**config.mk**
```make
export PLATFORM = sky130hd
export DESIGN_NAME = rca_pipe_nbit_flat
export DESIGN_NICKNAME = d
export VERILOG_FILES = /design/src/rtl/rca_pkg.sv /design/src/rtl/rca_pipe_nbit_if.sv /design/src/rtl/rca_chunk.sv /design/src/rtl/rca_pipe_nbit.sv /design/src/flat_wrapper.sv
export SDC_FILE = /design/constraint.sdc
export NUM_CORES = 1
export LEC_CHECK = 0
export ABC_AREA = 1
export BUFFER_PORTS_ARGS = -buffer_cell sky130_fd_sc_hd__clkbuf_2
export CORE_MARGIN = 4
export CORE_UTILIZATION = 57
export CTS_BUF_LIST = sky130_fd_sc_hd__clkbuf_16
export CTS_CLUSTER_SIZE = 20
export DETAILED_ROUTE_END_ITERATION = 8
export PLACE_DENSITY = 0.88
export SETUP_SLACK_MARGIN = 0.4
export SLEW_MARGIN = 20
export SYNTH_ARGS = -nofsm -noshare
export SYNTH_HDL_FRONTEND = slang
export SYNTH_SLANG_ARGS = --single-unit
```
**constraint.sdc**
```tcl
create_clock -name clk -period 2.25 [get_ports clk]
set_input_delay 0.225 -clock clk [delete_from_list [all_inputs] [get_ports clk]]
set_output_delay 0.225 -clock clk [all_outputs]
set_load 0.05 [all_outputs]
```
**src/rtl/rca_pkg.sv**
```systemverilog
// rca_pkg: shared constants and helpers for the pipelined ripple-carry
// add/subtract unit.
//   RCA_WIDTH_DEF / RCA_STAGES_DEF : default operand width and stage count
//   rca_chunk_width()              : bits handled by each pipeline stage
//   rca_cfg_ok()                   : legality of a WIDTH/STAGES pairing
package rca_pkg;

  localparam int unsigned RCA_WIDTH_DEF  = 16;
  localparam int unsigned RCA_STAGES_DEF = 4;

  function automatic int unsigned rca_chunk_width(input int unsigned width,
                                                  input int unsigned stages);
    // Guard against a zero stage count so the legality check can report it
    // instead of elaboration dying on a divide by zero.
    return (stages == 0) ? width : width / stages;
  endfunction

  function automatic bit rca_cfg_ok(input int unsigned width,
                                    input int unsigned stages);
    return (stages >= 1) && (stages <= width) && ((width % stages) == 0);
  endfunction

endpackage

```
**src/rtl/rca_pipe_nbit_if.sv**
```systemverilog
// rca_pipe_nbit_if: operand/result handshake bundle for rca_pipe_nbit.
//   Input side : in_valid, in_ready, x, y, cin, sub
//   Output side: out_valid, out_ready, sum, cout, ovf
//   master = producer/consumer side, slave = adder side.
interface rca_pipe_nbit_if
  import rca_pkg::*;
#(
  parameter int unsigned WIDTH = RCA_WIDTH_DEF
);

  logic             in_valid;
  logic             in_ready;
  logic [WIDTH-1:0] x;
  logic [WIDTH-1:0] y;
  logic             cin;
  logic             sub;
  logic             out_valid;
  logic             out_ready;
  logic [WIDTH-1:0] sum;
  logic             cout;
  logic             ovf;

  modport master (
    output in_valid, x, y, cin, sub, out_ready,
    input  in_ready, out_valid, sum, cout, ovf
  );

  modport slave (
    input  in_valid, x, y, cin, sub, out_ready,
    output in_ready, out_valid, sum, cout, ovf
  );

endinterface

```
**src/rtl/rca_chunk.sv**
```systemverilog
// rca_chunk: CW-bit combinational ripple-carry chain of full-adder cells.
//   x, y  : chunk operands
//   cin   : carry into bit 0
//   sum   : chunk sum
//   cout  : carry out of the top bit
//   c_msb : carry into the top bit (used for signed overflow)
module rca_chunk
  import rca_pkg::*;
#(
  parameter int unsigned CW = 4
) (
  input  logic [CW-1:0] x,
  input  logic [CW-1:0] y,
  input  logic          cin,
  output logic [CW-1:0] sum,
  output logic          cout,
  output logic          c_msb
);

  logic [CW:0] c;

  assign c[0] = cin;

  for (genvar gi = 0; gi < CW; gi++) begin : g_fa
    assign sum[gi]  = x[gi] ^ y[gi] ^ c[gi];
    assign c[gi+1]  = (x[gi] & y[gi]) | (c[gi] & (x[gi] ^ y[gi]));
  end

  assign cout  = c[CW];
  assign c_msb = c[CW-1];

endmodule

```
**src/rtl/rca_pipe_nbit.sv**
```systemverilog
// rca_pipe_nbit: pipelined WIDTH-bit ripple-carry add/subtract unit.
//   clk   : rising-edge clock
//   rst_n : asynchronous active-low reset
//   bus   : slave side of rca_pipe_nbit_if (operands in, result out)
// Stage k adds chunk k-1 using the carry registered by the stage before it.
// Each stage register holds the low sum bits finished so far merged with
// the high x bits still to be consumed, the remaining y bits (shifted down
// so the next chunk is always at the bottom), the running carry and the
// carry into the chunk's top bit. Results leave from the last stage only.
module rca_pipe_nbit
  import rca_pkg::*;
#(
  parameter int unsigned WIDTH  = RCA_WIDTH_DEF,
  parameter int unsigned STAGES = RCA_STAGES_DEF
) (
  input  logic             clk,
  input  logic             rst_n,
  rca_pipe_nbit_if.slave   bus
);

  localparam int unsigned CHUNK = rca_chunk_width(WIDTH, STAGES);

  if (!rca_cfg_ok(WIDTH, STAGES)) begin : g_cfg_check
    $error("rca_pipe_nbit: WIDTH must be a multiple of STAGES, 1 <= STAGES <= WIDTH");
  end

  // Stage registers, index 0 is the first stage.
  logic             v_q  [STAGES];
  logic [WIDTH-1:0] s_q  [STAGES];
  logic [WIDTH-1:0] y_q  [STAGES];
  logic             c_q  [STAGES];
  logic             cm_q [STAGES];

  // What each stage sees from its predecessor (or from the input port).
  logic             v_in [STAGES];
  logic [WIDTH-1:0] s_in [STAGES];
  logic [WIDTH-1:0] y_in [STAGES];
  logic             c_in [STAGES];

  // adv[k]: stage k may load this cycle. adv[STAGES] is the consumer.
  logic [STAGES:0] adv;

  assign adv[STAGES] = bus.out_ready;
  assign bus.in_ready = adv[0];

  for (genvar gi = 0; gi < STAGES; gi++) begin : g_stage
    localparam int unsigned LO = gi * CHUNK;

    logic [CHUNK-1:0] ch_sum;
    logic             ch_cout;
    logic             ch_cmsb;
    logic [WIDTH-1:0] s_d;

    if (gi == 0) begin : g_src
      // Subtraction is x + ~y + 1: invert y once on entry, force carry-in.
      assign v_in[gi] = bus.in_valid;
      assign s_in[gi] = bus.x;
      assign y_in[gi] = bus.sub ? ~bus.y : bus.y;
      assign c_in[gi] = bus.sub | bus.cin;
    end else begin : g_src
      assign v_in[gi] = v_q[gi-1];
      assign s_in[gi] = s_q[gi-1];
      assign y_in[gi] = y_q[gi-1];
      assign c_in[gi] = c_q[gi-1];
    end

    // An empty stage can always load, so bubbles collapse under a stall.
    assign adv[gi] = !v_q[gi] | adv[gi+1];

    rca_chunk #(
      .CW (CHUNK)
    ) u_chunk (
      .x     (s_in[gi][LO +: CHUNK]),
      .y     (y_in[gi][CHUNK-1:0]),
      .cin   (c_in[gi]),
      .sum   (ch_sum),
      .cout  (ch_cout),
      .c_msb (ch_cmsb)
    );

    // Replace the consumed x chunk in place with its sum bits.
    always_comb begin
      s_d = s_in[gi];
      s_d[LO +: CHUNK] = ch_sum;
    end

    always_ff @(posedge clk or negedge rst_n) begin
      if (!rst_n) begin
        v_q[gi]  <= 1'b0;
        s_q[gi]  <= '0;
        y_q[gi]  <= '0;
        c_q[gi]  <= 1'b0;
        cm_q[gi] <= 1'b0;
      end else if (adv[gi]) begin
        v_q[gi] <= v_in[gi];
        // Data only moves with a valid token, so a drained stage keeps its
        // last contents rather than toggling on bubbles.
        if (v_in[gi]) begin
          s_q[gi]  <= s_d;
          y_q[gi]  <= y_in[gi] >> CHUNK;
          c_q[gi]  <= ch_cout;
          cm_q[gi] <= ch_cmsb;
        end
      end
    end
  end

  assign bus.out_valid = v_q[STAGES-1];
  assign bus.sum       = s_q[STAGES-1];
  assign bus.cout      = c_q[STAGES-1];
  assign bus.ovf       = c_q[STAGES-1] ^ cm_q[STAGES-1];

endmodule

```
**src/flat_wrapper.sv**
```systemverilog
// flat-port wrapper written by rule: the top's interface ports become plain ports
module rca_pipe_nbit_flat import rca_pkg::*;
#(
  parameter int unsigned WIDTH  = RCA_WIDTH_DEF,
  parameter int unsigned STAGES = RCA_STAGES_DEF
)
  (clk, rst_n, bus_in_valid, bus_x, bus_y, bus_cin, bus_sub, bus_out_ready, bus_in_ready, bus_out_valid, bus_sum, bus_cout, bus_ovf);
  rca_pipe_nbit_if #(.WIDTH(WIDTH)) bus_i ();
  input  logic clk;
  input  logic rst_n;
  input wire logic [$bits(bus_i.in_valid)-1:0] bus_in_valid;
  input wire logic [$bits(bus_i.x)-1:0] bus_x;
  input wire logic [$bits(bus_i.y)-1:0] bus_y;
  input wire logic [$bits(bus_i.cin)-1:0] bus_cin;
  input wire logic [$bits(bus_i.sub)-1:0] bus_sub;
  input wire logic [$bits(bus_i.out_ready)-1:0] bus_out_ready;
  output wire logic [$bits(bus_i.in_ready)-1:0] bus_in_ready;
  output wire logic [$bits(bus_i.out_valid)-1:0] bus_out_valid;
  output wire logic [$bits(bus_i.sum)-1:0] bus_sum;
  output wire logic [$bits(bus_i.cout)-1:0] bus_cout;
  output wire logic [$bits(bus_i.ovf)-1:0] bus_ovf;
  assign bus_i.in_valid = bus_in_valid;
  assign bus_i.x = bus_x;
  assign bus_i.y = bus_y;
  assign bus_i.cin = bus_cin;
  assign bus_i.sub = bus_sub;
  assign bus_i.out_ready = bus_out_ready;
  assign bus_in_ready = bus_i.in_ready;
  assign bus_out_valid = bus_i.out_valid;
  assign bus_sum = bus_i.sum;
  assign bus_cout = bus_i.cout;
  assign bus_ovf = bus_i.ovf;
  rca_pipe_nbit #(.WIDTH(WIDTH), .STAGES(STAGES)) u_core (.clk(clk), .rst_n(rst_n), .bus(bus_i));
endmodule
```
**After elaboration in Yosys (flattened, before gate mapping)**

Index checks and enable logic that the tools add are counted.

- Mux-type cells: 1
- Bitwise operators: 87
- Reductions and logical operators: 8

Operators with widths:

| operator | number |
|---|---|
| 1-bit bitwise XOR | 33 |
| 1-bit AND | 32 |
| 1-bit OR | 21 |
| 16-bit two-way mux | 1 |
| 16-bit inverter | 1 |
| 2-bit AND reduction | 4 |
| 1-bit logical NOT | 4 |

- Register bits: 97
- Bits of input ports: 38
- Word-level logic and storage cells: 112

**Depth between registers and ports, before layout**

- Depth in word-level cells: 11
- Gate-level depth with buffers: 11
- Gate-level depth less buffers: 9

**Hierarchy**

From an unflattened synthesis, not the netlist that was laid out.

- Cells, all modules: 471
- Area, all modules: 4430.5 µm²

Modules (own cells, without submodules):

| module | instances | cells an instance | area an instance (µm²) | sequential area each (µm²) |
|---|---|---|---|---|
| rca_pipe_nbit | 1 | 423 | 3990.1 | 2427.3 |
| rca_chunk | 4 | 12 | 110.1 | 0.0 |

**Worst setup path before layout**

Ideal clock, no wire load.

- Path kind: input -> register
- Start: input bus_sub
- End: register u_core.s_q (netlist bit u_core.g_stage[1].s_d[3])
- Library setup time: 66 ps
- Data arrival time: 2448 ps
- Required time: 2184 ps
- Path slack: -264 ps
- Cell stages on the path: 11
- Buffers on the path: 2
- Cells stage by stage: buf_4 buf_4 or2_2 fa_1 fa_1 inv_1 fa_1 inv_1 fa_1 nand3_1 nand2_1

- Cells in the longest elaborated chain, start to end: 9
- Elaborated cells between the ends (all ways): 16

RTL lines:

| what | line | source |
|---|---|---|
| start: declaration | flat_wrapper.sv:15 | `input wire logic [$bits(bus_i.sub)-1:0] bus_sub;` |
| 16-bit two-way mux | rca_pipe_nbit.sv:58 | `assign y_in[gi] = bus.sub ? ~bus.y : bus.y;` |
| 1-bit bitwise XOR | rca_chunk.sv:26 | `assign c[gi+1] = (x[gi] & y[gi]) \| (c[gi] & (x[gi] ^ y[gi]));` |
| 1-bit AND | rca_chunk.sv:26 |  |
| 1-bit OR | rca_chunk.sv:26 |  |
| 1-bit AND | rca_chunk.sv:26 |  |
| 1-bit OR | rca_chunk.sv:26 |  |
| 1-bit AND | rca_chunk.sv:26 |  |
| 1-bit OR | rca_chunk.sv:26 |  |
| 1-bit bitwise XOR * | rca_chunk.sv:25 | `assign sum[gi] = x[gi] ^ y[gi] ^ c[gi];` |
| net u_core.g_stage[0].ch_sum[3] | rca_pipe_nbit.sv:49 | `logic [CHUNK-1:0] ch_sum;` |
| end signal: indexed assignment | rca_pipe_nbit.sv:90 | `s_q[gi] <= '0;` |
| end signal: indexed assignment | rca_pipe_nbit.sv:99 | `s_q[gi] <= s_d;` |
| end: declaration | rca_pipe_nbit.sv:29 | `logic [WIDTH-1:0] s_q [STAGES];` |

The timed path passes the listed nets; every way through them passes the cells marked *.
A chain may end at the register's enable or synchronous reset.

**Worst setup path after layout**

- Start: register u_core.s_q (netlist bit u_core.s_in[24])
- End: register u_core.s_q (netlist bit u_core.g_stage[3].s_d[11])

- Cells in the longest elaborated chain, start to end: 8
- Elaborated cells between the ends (all ways): 9

RTL lines:

| what | line |
|---|---|
| 1-bit bitwise XOR | rca_chunk.sv:26 |
| 1-bit AND | rca_chunk.sv:26 |
| 1-bit OR * | rca_chunk.sv:26 |
| 1-bit AND * | rca_chunk.sv:26 |
| 1-bit OR * | rca_chunk.sv:26 |
| 1-bit AND * | rca_chunk.sv:26 |
| 1-bit OR * | rca_chunk.sv:26 |
| 1-bit bitwise XOR * | rca_chunk.sv:25 |

Mark *: on every way between the ends. The rest lies on a longest branch, timed or not.

==> impl_metrics.prom <==
# TYPE chip_impl_metric gauge
chip_impl_info{name="min_delay_worst_endpoint",value="u_core.g_stage[1].s_d[12]"} 1
chip_impl_info{name="hold_path.class",value="in2reg"} 1
chip_impl_metric{name="tightest_slew",unit="ps"} 496
chip_impl_metric{name="post-route-cell-area",unit="mm2"} 0.00510
chip_impl_metric{name="grt_pass1_wl",unit="mm"} 14.3
chip_impl_metric{name="multi_input_area",unit="mm2"} 0.00176
chip_impl_metric{name="ys_seq_area_share",unit="%"} 55.3
chip_impl_metric{name="first_pass_iters",unit=""} 4
chip_impl_metric{name="whs_path_depth",unit=""} 3
chip_impl_metric{name="rows",unit=""} 31
chip_impl_metric{name="drc",unit=""} 0
chip_impl_metric{name="achievable-frequency",unit="MHz"} 480
chip_impl_metric{name="io_pins",unit=""} 58
chip_impl_metric{name="vias_per_cell",unit=""} 5.12
chip_impl_metric{name="vdd.ir_drop.worst",unit="V"} 0.000509
chip_impl_info{name="critical_path.endpoint_type",value="flip-flop"} 1
chip_impl_info{name="startpoint_type",value="flip-flop"} 1
chip_impl_metric{name="mean_cell_area_of_the_mapped_netlist",unit="um2"} 9.46
chip_impl_info{name="cp-startpoint",value="u_core.s_in[24]"} 1
chip_impl_metric{name="area_share_of_the_leading_cell_type_in_the_synthesized_netlist",unit="%"} 55.3
chip_impl_metric{name="critical_path.max_stage_delay",unit="ps"} 410
chip_impl_metric{name="start_util",unit="%"} 59.6
chip_impl_metric{name="global_route.usage.total",unit="%"} 20.2
chip_impl_info{name="synth_largest_area_cell",value="dfrtp_1"} 1
chip_impl_info{name="worst-setup-path-type",value="reg2reg"} 1
chip_impl_metric{name="synth_area",unit="mm2"} 0.00439
chip_impl_metric{name="timing.slew.headroom",unit="%"} 66.8
chip_impl_info{name="synth_area_leaders",value="dfrtp_1 55%, nand2_1 15%, nand3_1 9.1%"} 1
chip_impl_metric{name="power_per_cell_area",unit="mW/mm2"} 1290
chip_impl_metric{name="fillerInstances",unit=""} 570
chip_impl_metric{name="antenna-diode-count",unit=""} 0
chip_impl_metric{name="setup_violations",unit=""} 0
chip_impl_metric{name="seqCellArea",unit="mm2"} 0.00243
chip_impl_info{name="timing.rr.end",value="u_core.g_stage[3].s_d[11]"} 1
chip_impl_metric{name="place_hpwl",unit="mm"} 5.83
chip_impl_metric{name="fin_worst_skew",unit="ps"} 7.43
chip_impl_metric{name="yosys_register_bits",unit=""} 97
chip_impl_metric{name="fin_crit_sh",unit="%"} 92.5
chip_impl_metric{name="cts-root-to-sink-buffers",unit=""} 2
chip_impl_metric{name="flow.area_growth_from_synthesis",unit="%"} 16.2
chip_impl_metric{name="clock_latency_of_the_later_clocked_register_in_the_worst_skew_pair",unit="ps"} 340
chip_impl_info{name="hold_path_startpoint",value="bus_x[12]"} 1
chip_impl_metric{name="grt_start_max_net_pins",unit=""} 79
chip_impl_info{name="clk_root_buffer_cell",value="clkbuf_16"} 1
chip_impl_metric{name="syn_inst",unit=""} 464
chip_impl_metric{name="globalplace.congestion",unit=""} 0.762
chip_impl_metric{name="total_leakage_power",unit="nW"} 2.72
chip_impl_metric{name="grt_pass1_vias",unit=""} 3230
chip_impl_metric{name="fin_crit",unit="ps"} 2080
chip_impl_metric{name="r2r_setup_slack",unit="ps"} 170
chip_impl_metric{name="numPortBuffers",unit=""} 57
chip_impl_metric{name="via_count",unit=""} 3187
chip_impl_metric{name="maxCapViolCount",unit=""} 0
chip_impl_metric{name="cts.sink_count",unit=""} 97
chip_impl_info{name="rsz0062_at_grt",value="yes"} 1
chip_impl_metric{name="totalWireLength",unit="mm"} 8.22
chip_impl_metric{name="postPlaceCellArea",unit="mm2"} 0.00475
chip_impl_metric{name="layout.nets",unit=""} 572
chip_impl_metric{name="die_height",unit="um"} 95.8
chip_impl_metric{name="hold_viol",unit=""} 0
chip_impl_metric{name="ant_nets",unit=""} 0
chip_impl_metric{name="timing_max_transition_violations_final",unit=""} 0
chip_impl_metric{name="wl_per_cell",unit="um"} 13.2
chip_impl_metric{name="post_route_cells_drive_above_1_share",unit="%"} 24.1
chip_impl_metric{name="critPathRequiredTime",unit="ps"} 2510
chip_impl_metric{name="cts.htree.levels",unit=""} 3
chip_impl_metric{name="synthDistinctLibCells",unit=""} 23
chip_impl_info{name="crit-reg2reg-launch",value="u_core.s_in[24]"} 1
chip_impl_metric{name="reg2reg_depth",unit=""} 8
chip_impl_metric{name="globalRoute.totalOverflow",unit=""} 0
chip_impl_metric{name="fin_setup_tns",unit="ps"} 0
chip_impl_metric{name="die_area",unit="mm2"} 0.00917
chip_impl_metric{name="cts_made_buffers",unit=""} 9
chip_impl_info{name="status",value="completed"} 1
chip_impl_info{name="clock_tree_from_tritoncts",value="done"} 1
chip_impl_metric{name="worstPathMaxFanout",unit=""} 2
chip_impl_info{name="cp_cell_sequence",value="fa_2, inv_2, fa_2, inv_2, fa_2, inv_2, fa_2, o21ai_1"} 1
chip_impl_metric{name="drt_iter0_drc",unit=""} 164
chip_impl_info{name="crit_slowest_cell",value="dfrtp_1"} 1
chip_impl_info{name="critical-path-top-cell-by-count",value="fa_2"} 1
chip_impl_metric{name="placeableCoreArea",unit="mm2"} 0.00737
chip_impl_metric{name="worst_setup_hold_path_clk_slew",unit="ps"} 60
chip_impl_metric{name="synthesis.nets",unit=""} 518
chip_impl_metric{name="die_w",unit="um"} 95.8
chip_impl_metric{name="number_of_antenna_violations_at_the_first_check_in_global_routing",unit=""} 0
chip_impl_metric{name="synth_warnings",unit=""} 0
chip_impl_metric{name="critical_path_arrival",unit="ps"} 2350
==> timing repair <==
item / in CTS / in global routing
hold buffers: 1 / 0
gates resized for setup: 6 / 16
pin swaps: 1 / 13
hold endpoints to repair: 19 / 0
setup buffers: 2 / 1
endpoints found under the setup margin: 9 / 12
==> registers in the layout, indices dropped and copies added, names as in the netlist <==
register              count
u_core.bus.sum           16
u_core.g_stage.s_d       36
u_core.s_in              12
u_core.cm_q               1
u_core.bus.cout           1
u_core.c_in               3
u_core.bus.out_valid      1
u_core.v_in               3
u_core.y_in              24
==> cells by family after synthesis <==
logic type	count (synthesis)	share of synthesized area [%]
compound gates	13	1.48
fa+ha+maj	16	7.30
xor+xnor	17	3.39
flops	97	55.3
buf+inv	55	6.16
simple gates	266	26.4
==> Yosys cell counts <==
cell type / count
buf_2: 12
nand4_4: 1
nor2_1: 4
buf_4: 6
buf_8: 1
a21oi_1: 4
o21ai_0: 9
nand2_1: 176
buf_6: 2
buf_1: 2
nand2_4: 1
nand2_2: 1
nand3_4: 1
nor2_8: 1
dfrtp_1: 97
or2_2: 1
clkbuf_1: 6
inv_2: 2
xor2_1: 16
xnor2_1: 1
nand3_1: 80
inv_1: 24
fa_1: 16
==> cell type report <==
class | instances | area share [%]
clock buffer | 9 | 4.42
clock inverter | 7 | 0.932
inverter | 26 | 1.91
multi-input combinational | 312 | 34.4
sequential | 97 | 47.6
tap | 99 | 2.43
timing repair buffer | 72 | 8.27
==> worst max-delay path, delay by kind of cell (launching register included) <==
family / cells / cell delay (ps)
adder cells (fa/ha/maj): 4 / 1320
flip-flops: 1 / 410
buffers and inverters: 3 / 160
AO/OA/AOI/OAI: 1 / 130
==> cell usage in the layout (no fill, tap or decap) <==
cell type,netlist,routed
inv_2,2,12
o21ai_0,9,4
fa_2,0,15
buf_6,2,1
o21ai_2,0,1
dfrtp_1,97,97
nand2_1,176,174
clkbuf_16,0,9
xor2_1,16,16
a21oi_1,4,4
inv_1,24,14
nand3_2,0,3
clkinvlp_4,0,2
dlygate4sd3_1,0,1
clkbuf_2,0,55
nand3_4,1,1
nand2_2,1,3
or2_4,0,1
nand2_4,1,1
nand4_4,1,1
clkinv_4,0,2
clkinv_2,0,3
nor2_1,4,4
buf_4,6,14
buf_12,0,1
fa_1,16,1
xnor2_1,1,1
nand3_1,80,77
o21ai_1,0,4
nor2_8,1,1
==> stage by stage <==
step | hold WS, ps | total power [mW] | setup slack (ps) | std cells | utilization (%)
after floorplan | -70.6 | 4.55 | -101 | 464 | -
after global placement | 110 | 4.96 | -2.58 | 602 | 64.5
after detailed placement | 113 | 5.12 | -40.5 | 602 | 64.5
after CTS | 110 | 6.56 | 174 | 621 | 68.6
after global routing | 125 | 7.07 | 66.8 | 622 | 69.2
final | 117 | 6.57 | 168 | 622 | 69.2
==> report_power, final <==
part | internal (mW) | switching [mW]
sequential | 2.35 | 0.403
combinational | 0.783 | 1.65
clock | 0.746 | 0.645
total | 3.88 | 2.69
==> how the worst max path moves through the flow <==
stage | end | slack, ps | cells past startpoint
CTS | u_core.g_stage[3].s_d[11] | 170 | 8
global route | u_core.g_stage[3].s_d[11] | 70 | 8
global placement | u_core.g_stage[1].s_d[3] | -3 | 10
finish | u_core.g_stage[3].s_d[11] | 170 | 8
floorplan | u_core.g_stage[1].s_d[3] | -100 | 11
detailed placement | u_core.g_stage[1].s_d[3] | -40 | 10
==> metal layers <==
metal | share of wire [%] | routed length, um | GRT usage, %
met2 | 50 | 4090 | 33.2
met1 | 44 | 3580 | 26.9
met3 | 5.3 | 438 | 3.13
met5 | 0 | 0 | 0
met4 | 1.3 | 108 | 8.41
Power figures use the tool's default switching activity.
